`src/rtl/manchester_pkg.sv`:
```
// Shared types and timing helpers for the Manchester receive path.
// Window and timeout helpers are expressed in system clocks for a given oversample ratio.
package manchester_pkg;

  typedef enum logic [0:0] {
    StIdle,
    StData
  } state_e;

  localparam int unsigned OVERSAMPLE_DEF = 8;
  localparam int unsigned DATA_W_DEF     = 8;

  function automatic int unsigned win_lo(input int unsigned os);
    return (3 * os) / 4;
  endfunction

  function automatic int unsigned win_hi(input int unsigned os);
    return (5 * os) / 4;
  endfunction

  function automatic int unsigned tmo(input int unsigned os);
    return (5 * os) / 4 + 1;
  endfunction

endpackage

```
`src/rtl/manchester_edge_sync.sv`:
```
// Two-flop synchronizer plus one delay flop; reports the synchronized level and its edges.
module manchester_edge_sync (
  input  logic clk_i,
  input  logic rst_i,
  input  logic d_i,
  output logic level_o,
  output logic rise_o,
  output logic fall_o
);

  logic sync1_q, sync1_d;
  logic sync2_q, sync2_d;
  logic dly_q, dly_d;

  always_comb begin
    sync1_d = d_i;
    sync2_d = sync1_q;
    dly_d   = sync2_q;
  end

  always_ff @(posedge clk_i) begin
    if (rst_i) begin
      sync1_q <= 1'b0;
      sync2_q <= 1'b0;
      dly_q   <= 1'b0;
    end else begin
      sync1_q <= sync1_d;
      sync2_q <= sync2_d;
      dly_q   <= dly_d;
    end
  end

  assign level_o = sync2_q;
  assign rise_o  = sync2_q & ~dly_q;
  assign fall_o  = ~sync2_q & dly_q;

endmodule

```
`src/rtl/manchester_rx.sv`:
```
// Oversampling Manchester (IEEE 802.3) frame decoder with mid-bit acceptance window and
// mid-frame timeout.
module manchester_rx
  import manchester_pkg::*;
#(
  parameter int unsigned OVERSAMPLE = OVERSAMPLE_DEF,
  parameter int unsigned DATA_W     = DATA_W_DEF
) (
  input  logic              clk_i,
  input  logic              rst_i,
  input  logic              en_i,
  input  logic              rx_i,
  output logic [DATA_W-1:0] data_o,
  output logic              data_valid_o,
  output logic              err_o,
  output logic              busy_o
);

  localparam int unsigned CntW = $clog2(5 * OVERSAMPLE / 4 + 2);
  localparam int unsigned BitW = $clog2(DATA_W + 1);

  localparam logic [CntW-1:0] CntArm = CntW'(OVERSAMPLE);
  localparam logic [CntW-1:0] WinLo  = CntW'(win_lo(OVERSAMPLE));
  localparam logic [CntW-1:0] WinHi  = CntW'(win_hi(OVERSAMPLE));
  localparam logic [CntW-1:0] Tmo    = CntW'(tmo(OVERSAMPLE));
  localparam logic [BitW-1:0] LastBit = BitW'(DATA_W - 1);

  logic level, rise, fall, edge_det;

  manchester_edge_sync u_edge_sync (
    .clk_i   (clk_i),
    .rst_i   (rst_i),
    .d_i     (rx_i),
    .level_o (level),
    .rise_o  (rise),
    .fall_o  (fall)
  );

  assign edge_det = rise | fall;

  state_e            state_q, state_d;
  logic [CntW-1:0]   cnt_q, cnt_d;
  logic [BitW-1:0]   bitcnt_q, bitcnt_d;
  logic [DATA_W-1:0] shift_q, shift_d;
  logic [DATA_W-1:0] data_q, data_d;
  logic              valid_q, valid_d;
  logic              err_q, err_d;

  always_comb begin
    state_d  = state_q;
    cnt_d    = cnt_q;
    bitcnt_d = bitcnt_q;
    shift_d  = shift_q;
    data_d   = data_q;
    valid_d  = 1'b0;
    err_d    = 1'b0;

    if (!en_i) begin
      state_d  = StIdle;
      cnt_d    = '0;
      bitcnt_d = '0;
    end else begin
      unique case (state_q)
        StIdle: begin
          // cnt doubles as the quiet-line detector; a start edge is only trusted once armed.
          if (level) begin
            cnt_d = '0;
          end else if (cnt_q != CntArm) begin
            cnt_d = cnt_q + CntW'(1);
          end
          if ((cnt_q == CntArm) && rise) begin
            state_d  = StData;
            cnt_d    = '0;
            bitcnt_d = '0;
          end
        end

        StData: begin
          cnt_d = cnt_q + CntW'(1);
          if (edge_det && (cnt_q >= WinLo) && (cnt_q <= WinHi)) begin
            shift_d  = {shift_q[DATA_W-2:0], level};
            bitcnt_d = bitcnt_q + BitW'(1);
            cnt_d    = '0;
            if (bitcnt_q == LastBit) begin
              data_d  = {shift_q[DATA_W-2:0], level};
              valid_d = 1'b1;
              state_d = StIdle;
            end
          end else if (cnt_q == Tmo) begin
            err_d   = 1'b1;
            state_d = StIdle;
            cnt_d   = '0;
          end
        end

        default: begin
          state_d = StIdle;
          cnt_d   = '0;
        end
      endcase
    end
  end

  always_ff @(posedge clk_i) begin
    if (rst_i) begin
      state_q  <= StIdle;
      cnt_q    <= '0;
      bitcnt_q <= '0;
      shift_q  <= '0;
      data_q   <= '0;
      valid_q  <= 1'b0;
      err_q    <= 1'b0;
    end else begin
      state_q  <= state_d;
      cnt_q    <= cnt_d;
      bitcnt_q <= bitcnt_d;
      shift_q  <= shift_d;
      data_q   <= data_d;
      valid_q  <= valid_d;
      err_q    <= err_d;
    end
  end

  assign data_o       = data_q;
  assign data_valid_o = valid_q;
  assign err_o        = err_q;
  assign busy_o       = (state_q == StData);

endmodule
```
`config.mk`:
```
export PLATFORM = sky130hd
export DESIGN_NAME = manchester_rx
export DESIGN_NICKNAME = d
export VERILOG_FILES = /design/src/rtl/manchester_pkg.sv /design/src/rtl/manchester_edge_sync.sv /design/src/rtl/manchester_rx.sv
export SDC_FILE = /design/constraint.sdc
export NUM_CORES = 1
export LEC_CHECK = 0
export ABC_AREA = 1
export CAP_MARGIN = 30
export CORE_UTILIZATION = 45
export DETAILED_ROUTE_END_ITERATION = 10
export PLACE_DENSITY = 0.75
export SLEW_MARGIN = 20
export SYNTH_ARGS = -nofsm -noshare
export SYNTH_HDL_FRONTEND = slang
export SYNTH_SLANG_ARGS = --single-unit
```
`constraint.sdc`:
```
create_clock -name clk_i -period 3.7 [get_ports clk_i]
set_clock_uncertainty 0.2 [all_clocks]
set_input_delay 0.555 -clock clk_i [delete_from_list [all_inputs] [get_ports clk_i]]
set_output_delay 0.555 -clock clk_i [all_outputs]
set_load 0.02 [all_outputs]
```
==> results by group, run 1 <==
Placed design
  – I/O Buffers: 14
  – Post-DP HPWL: 1790 µm
  – Post-DP Area: ~1500 µm²
  – Post-Place Setup Slack: 1.25 ns
  – Placed cells: between 200 and 250
  – RePlAce Congestion: between 0.8 and 0.9

GRT
  – First-pass GRT wire length: ~4300 µm
  – Largest net degree at the start of global routing: 15
  – Initial antenna violation count: 0
  – GRT overflow: 0
  – Total GRT Usage: around 18%
  – Vias in the first global route: roughly 1,000

Synth
  – Commonest cells post-synth: nand2_1 (37), dfxtp_1 (29), inv_1 (23), a21oi_1 (21), nand3_1 (17)
  – Syn_area_per_cell: roughly 7.7 µm²
  – Ys Warns: 0
  – Number of synthesized flops with an enable pin: 0
  – Share of the synthesized area in the top cell type: between 40% and 50%
  – Most frequent cell after synthesis: nand2_1
  – Synth area leaders: dfxtp_1 (45%), nand2_1 (11%), a21oi_1 (8.1%)
  – Cell Area, Synth: between 1000 and 1500 µm²
  – Post-Syn Nets: approximately 180
  – Yosys reg bits: 29
  – Top_reg_cell synth: dfxtp_1
  – Syn Inst Count: 168
  – Ys async rst share: 0%
  – Seq/Total Area, Yosys: about 45%
  – Cell taking the most area after synthesis: dfxtp_1
  – Number of distinct library cells after synthesis: 26

Die
  – Initial Util: approximately 48%
  – DIE AREA: 3100 µm²
  – Cell Rows: 19
  – Die X: 55.7 µm
  – Die Y-Extent: approximately 56 µm
  – Core area: ~2700 µm²
  – IO Pins: 15

Run
  – Maxcap violations: 0

Timing
  – Final Hold Fails: 0
  – Min Hold Slack: slightly above 0.2 ns
  – Rel. slew slack: 68.5%
  – Slew Limit Fails: 0
  – Accumulated negative setup slack: 0 ns
  – # setup viols final: 0
  – Unrepaired setup endpoints after global routing: no
  – Fmax: 439 MHz
  – Tcrit/Tclk final: approximately three fifths
  – Worst slew pin tran: roughly 0.47 ns
  – Fin worst setup slack: 1.42 ns
  – Period minus WS final: between 2 and 2.5 ns

Power and ir drop
  – Combinational share of power: slightly above 4%
  – Pwr/cell area: around 340 nW/µm²
  – Clock power frac: approximately a third
  – Peak supply drop: roughly 0.00025 V
  – Pwr Total: just over 0.5 mW
  – P_sw: 0.117 mW
  – Sw frac: 22.9%
  – Leakage power: approximately 0.64 nW
  – Seq pwr share: 62.0%
  – Internal power: slightly below 0.4 mW

Min path
  – Worst min path class: reg2reg

Setup path
  – Crit path kind: reg2out
  – FF-to-FF Start: cnt_q[0]
  – Reg-to-reg critical path endpoint: data_o[1]
  – Crit. End Element: output port
  – Buf+Inv Stages, Crit Path: 1
  – Flop2flop setup slack: around 1.9 ns
  – Required time worst endpoint: about 2.9 ns
  – Cells along the critical path: clkdlybuf4s50_1
  – CP startpoint: busy_o
  – Startpoint Class: register
  – Crit path depth: 1
  – FF-to-FF path depth: 9
  – Cell family with most CP delay: buffers and inverters
  – CP arrival: about 1.5 ns
  – Worst-path fanout max: 9
  – Critical Path End: busy_o
  – Slowest CP cell: clkdlybuf4s50_1
  – Max stage delay on crit path: roughly 0.67 ns

Clock network
  – CTS Buf Count: 5
  – Root Buffer: clkbuf_4
  – Maximum root-to-sink buffer count: 2
  – Setup repair bufs after CTS: 0
  – Cts repair resizes: 0
  – Clk_lat worst skew: between 0.3 and 0.4 ns
  – CTS tree: built
  – Number of clock sinks: 29
  – Worst-path clk slew: ~0.090 ns
  – Cts hold-fix bufs: 0
  – # H-tree levels: 2

Final layout
  – Post-route cell area: approximately 1500 µm²
  – Finished Core Util: a little under three fifths
  – Multi-input logic area: 617 µm²
  – Ratio of cells with drive above 1 in the final layout: 8.51%
  – P&R area growth vs syn: 16.9%
  – Post-Layout Cell Count: 219
  – Register area: 581 µm²
  – Layout fillers: 243
  – Ant. Diodes: 0
  – Nets: about 200

Detailed routing
  – Routed WL: about 2400 µm
  – Vias: about 1,100
  – DRT antenna net count: 0
  – 1st-iter DRT viols: between 40 and 50
  – Router iterations before antenna repair: 4
  – Vias per Instance: approximately 5.1
  – Number of remaining DRC errors: 0
  – WL/cell: around 11 µm

Status
  – Status: finished, final reports clean
==> final cells by class <==
type	count	area share [%]
Multi-Input combinational cell	113	40.6
Sequential cell	29	38.3
Timing Repair Buffer	14	9.23
Inverter	24	5.94
Clock buffer	6	2.72
Tap cell	31	2.56
Clock inverter	2	0.660
==> worst min-delay path by stage <==
stage	start	endpoint	slack, ns	cells past startpoint
3_5_place_dp	u_edge_sync.sync1_q	u_edge_sync.level_o	0.20	2
6_report	u_edge_sync.sync1_q	u_edge_sync.level_o	0.21	2
2_1_floorplan	u_edge_sync.sync1_q	u_edge_sync.level_o	0.19	2
5_1_grt	u_edge_sync.sync1_q	u_edge_sync.level_o	0.22	2
4_1_cts	u_edge_sync.sync1_q	u_edge_sync.level_o	0.21	2
3_3_place_gp	u_edge_sync.sync1_q	u_edge_sync.level_o	0.20	2
==> sequential cells by signal, summed over array words and instances, names as in the netlist <==
name / flops
data_o: 8
shift_q: 7
bitcnt_q: 4
cnt_q: 4
busy_o: 1
data_valid_o: 1
err_o: 1
u_edge_sync.dly_q: 1
u_edge_sync.level_o: 1
u_edge_sync.sync1_q: 1
==> layer usage <==
metal  vias up  global-route usage [%]  wire (µm)  share of wire [%]
li1        587                       -          -                  -
met1       487                    20.4       1090                 45
met2        41                    28.9       1140                 47
met3         4                    6.51        148                6.1
met4         0                    10.4         31                1.3
met5         -                       0          0                  0
==> placed cells by master (no fill, tap or decap) <==
cell type / n
inv_1: 23
inv_2: 1
nand2_1: 37
clkbuf_4: 5
nand3_2: 1
nor2_2: 1
xnor2_1: 1
nor3_1: 1
o21ai_2: 1
nor2_8: 1
nand2_4: 2
o21ai_1: 2
nor4_1: 1
clkinv_2: 2
nand3_1: 17
a21oi_1: 21
a21boi_0: 1
nand2_2: 1
clkbuf_1: 1
dfxtp_1: 29
nor3b_1: 1
nor2_1: 8
xor2_1: 1
nand4_1: 4
clkdlybuf4s50_1: 14
nand3_4: 1
ha_1: 5
o21ai_0: 5
==> power groups by stage <==
stage	clock, mW	sequential, mW	combinational (mW)
global route	0.199	0.317	0.0236
global placement	0	0.324	0.0205
detailed placement	0	0.324	0.0209
floorplan	0	0.323	0.0143
CTS	0.186	0.317	0.0209
finish	0.174	0.317	0.0209
==> logic make-up (layout without fill, tap and decap cells) <==
| group | count (synthesis) | in the layout | synth area share, % |
|---|---|---|---|
| AND/OR/NAND/NOR | 76 | 76 | 29.3 |
| adder cells (fa/ha/maj) | 5 | 5 | 4.82 |
| flip-flops | 29 | 29 | 44.7 |
| buffers and inverters | 26 | 46 | 7.80 |
| XOR/XNOR | 2 | 2 | 1.35 |
| AO/OA/AOI/OAI | 30 | 30 | 12.0 |
Note: power is estimated with default switching activity, not from simulation.
==> run 2, diff against run 1 <==
clock period = 2.3 ns   (was 3.7 ns; I/O delays follow)
==> run 2 against run 1 <==
Compared with the run above:
- sequential share of layout area down 1.0 points
- utilization up 1.5 points
- setup slack worse by 1.2 ns
- die area unchanged
- combinational power up 68%
- sequential cell count unchanged
- largest cell class unchanged
==> results by group, run 2 (synthesis gave the netlist of run 1 again) <==
Detailed routing
  – Vias: approximately 1,100
  – Vias per Instance: ~5.2
  – WL/cell: about 11 µm
  – DRT antenna net count: 0
  – Number of remaining DRC errors: 0
  – Router iterations before antenna repair: 4
  – Routed WL: approximately 2500 µm
  – 1st-iter DRT viols: 44

Clock network
  – Setup repair bufs after CTS: 0
  – Maximum root-to-sink buffer count: 2
  – Root Buffer: clkbuf_4
  – Clk_lat worst skew: ~0.33 ns
  – CTS tree: built
  – Cts repair resizes: 0
  – Worst-path clk slew: 0.08 ns
  – Cts hold-fix bufs: 0
  – CTS Buf Count: 5
  – # H-tree levels: 2
  – Number of clock sinks: 29

Power and ir drop
  – Internal power: a little under 0.8 mW
  – P_sw: between 0.15 and 0.2 mW
  – Sw frac: around 20%
  – Seq pwr share: 52.3%
  – Clock power frac: 44.1%
  – Combinational share of power: under 10%
  – Peak supply drop: 0.000499 V
  – Pwr/cell area: 625 nW/µm²
  – Leakage power: around 0.66 nW

Placed design
  – Post-DP HPWL: between 1500 and 2000 µm
  – Post-DP Area: between 1000 and 1500 µm²
  – RePlAce Congestion: around 0.8
  – I/O Buffers: 14

Final layout
  – Commonest non-fill, non-tap cell in the layout: nand2_1
  – Multi-input logic area: 617 µm²
  – Ratio of cells with drive above 1 in the final layout: between 8 and 9%
  – Post-route cell area: roughly 1600 µm²
  – Max reg flops: 8
  – Layout fillers: roughly 250
  – Nets: ~200
  – Register area: 581 µm²
  – P&R area growth vs syn: 20.0%
  – Ant. Diodes: 0
  – Commonest non-fill, non-tap cells in the layout: nand2_1 (37), dfxtp_1 (29), inv_1 (23)

Setup path
  – Crit path kind: reg2out
  – CP arrival: between 1.5 and 2 ns
  – Buf+Inv Stages, Crit Path: 1
  – Max stage delay on crit path: 0.67 ns
  – Slowest CP cell: clkdlybuf4s50_1
  – Worst-path fanout max: 9
  – Crit. End Element: output port
  – Cells along the critical path: clkdlybuf4s50_1
  – Required time worst endpoint: 1.75 ns
  – Cell family with most CP delay: buffers and inverters
  – Startpoint Class: register

GRT
  – Vias in the first global route: 1,006
  – Largest net degree at the start of global routing: 14
  – Initial antenna violation count: 0
  – First-pass GRT wire length: 4290 µm
  – Total GRT Usage: 18.1%
  – GRT overflow: 0

Die
  – Cell Rows: 19
  – DIE AREA: approximately 3100 µm²
  – Core area: around 2700 µm²
  – Die X: around 56 µm
  – IO Pins: 15
  – Die Y-Extent: approximately 56 µm
  – Initial Util: about 48%

Timing
  – Unrepaired setup endpoints after global routing: no
  – Rel. slew slack: around 76%
  – Accumulated negative setup slack: 0 ns
  – Final Hold Fails: 0
  – Period minus WS final: ~2.1 ns
  – Fmax: 481 MHz
  – Worst slew pin tran: between 0.3 and 0.4 ns
  – Tcrit/Tclk final: ~90%
  – # setup viols final: 0
  – Slew Limit Fails: 0

Min path
  – Worst min path class: reg2reg

Run
  – Maxcap violations: 0

Status
  – Status: finished, final reports clean
==> run 2: cell types whose count changed in the layout (fill, tap and decap cells not counted) <==
cell and change:
clkinv_2 -2, buf_4 +1, bufinv_16 +1, clkbuf_8 +1
==> run 2: tightest hold or removal path, cell delays in order, from the launching register on <==
cell and delay, ns:
dfxtp_1 0.30, inv_1 0.04, nor2_1 0.03
==> run 2: layout make-up <==
cell class	instances	share of cell area [%]
clock buffers	7	3.53
clock inverters	1	1.93
inverters	24	5.78
multi-input cells	113	39.6
flip-flops and latches	29	37.2
well taps	31	2.49
repair buffers	15	9.47
==> run 2: path summary, 6_finish.rpt <==
path	from	endpoint	slack [ns]	cells after the start
max reg2reg	cnt_q[0]	err_o	0.54	9
min	u_edge_sync.sync1_q	u_edge_sync.level_o	0.21	2
max	busy_o	busy_o	0.22	1
min reg2reg	u_edge_sync.sync1_q	u_edge_sync.level_o	0.21	2
==> run 2: per-stage QoR <==
stage | utilization, % | setup WS, ns | instances | hold WS, ns | total power, mW
CTS | 57.0 | 0.204 | 220 | 0.208 | 0.987
detailed placement | 53.9 | 0.268 | 212 | 0.196 | 0.557
floorplan | - | 0.714 | 168 | 0.188 | 0.543
global route | 57.0 | 0.163 | 220 | 0.235 | 1.02
finish | 57.0 | 0.222 | 220 | 0.205 | 0.975
global placement | 53.9 | 0.332 | 212 | 0.189 | 0.555
==> run 2: power by group through the flow <==
stage          sequential, mW  clock [mW]  combinational [mW]
2_1_floorplan           0.520           0              0.0230
5_1_grt                 0.511       0.467              0.0396
3_3_place_gp            0.521           0              0.0342
6_report                0.509       0.430              0.0352
4_1_cts                 0.510       0.442              0.0353
3_5_place_dp            0.521           0              0.0353
==> run 2: metal layers <==
| layer | GRT usage, % | up-vias | share of wire [%] |
|---|---|---|---|
| met5 | 0 | - | 0 |
| met3 | 7.21 | 5 | 3.6 |
| li1 | - | 588 | - |
| met1 | 21.0 | 533 | 48 |
| met2 | 29.1 | 12 | 47 |
| met4 | 8.57 | 0 | 1.8 |
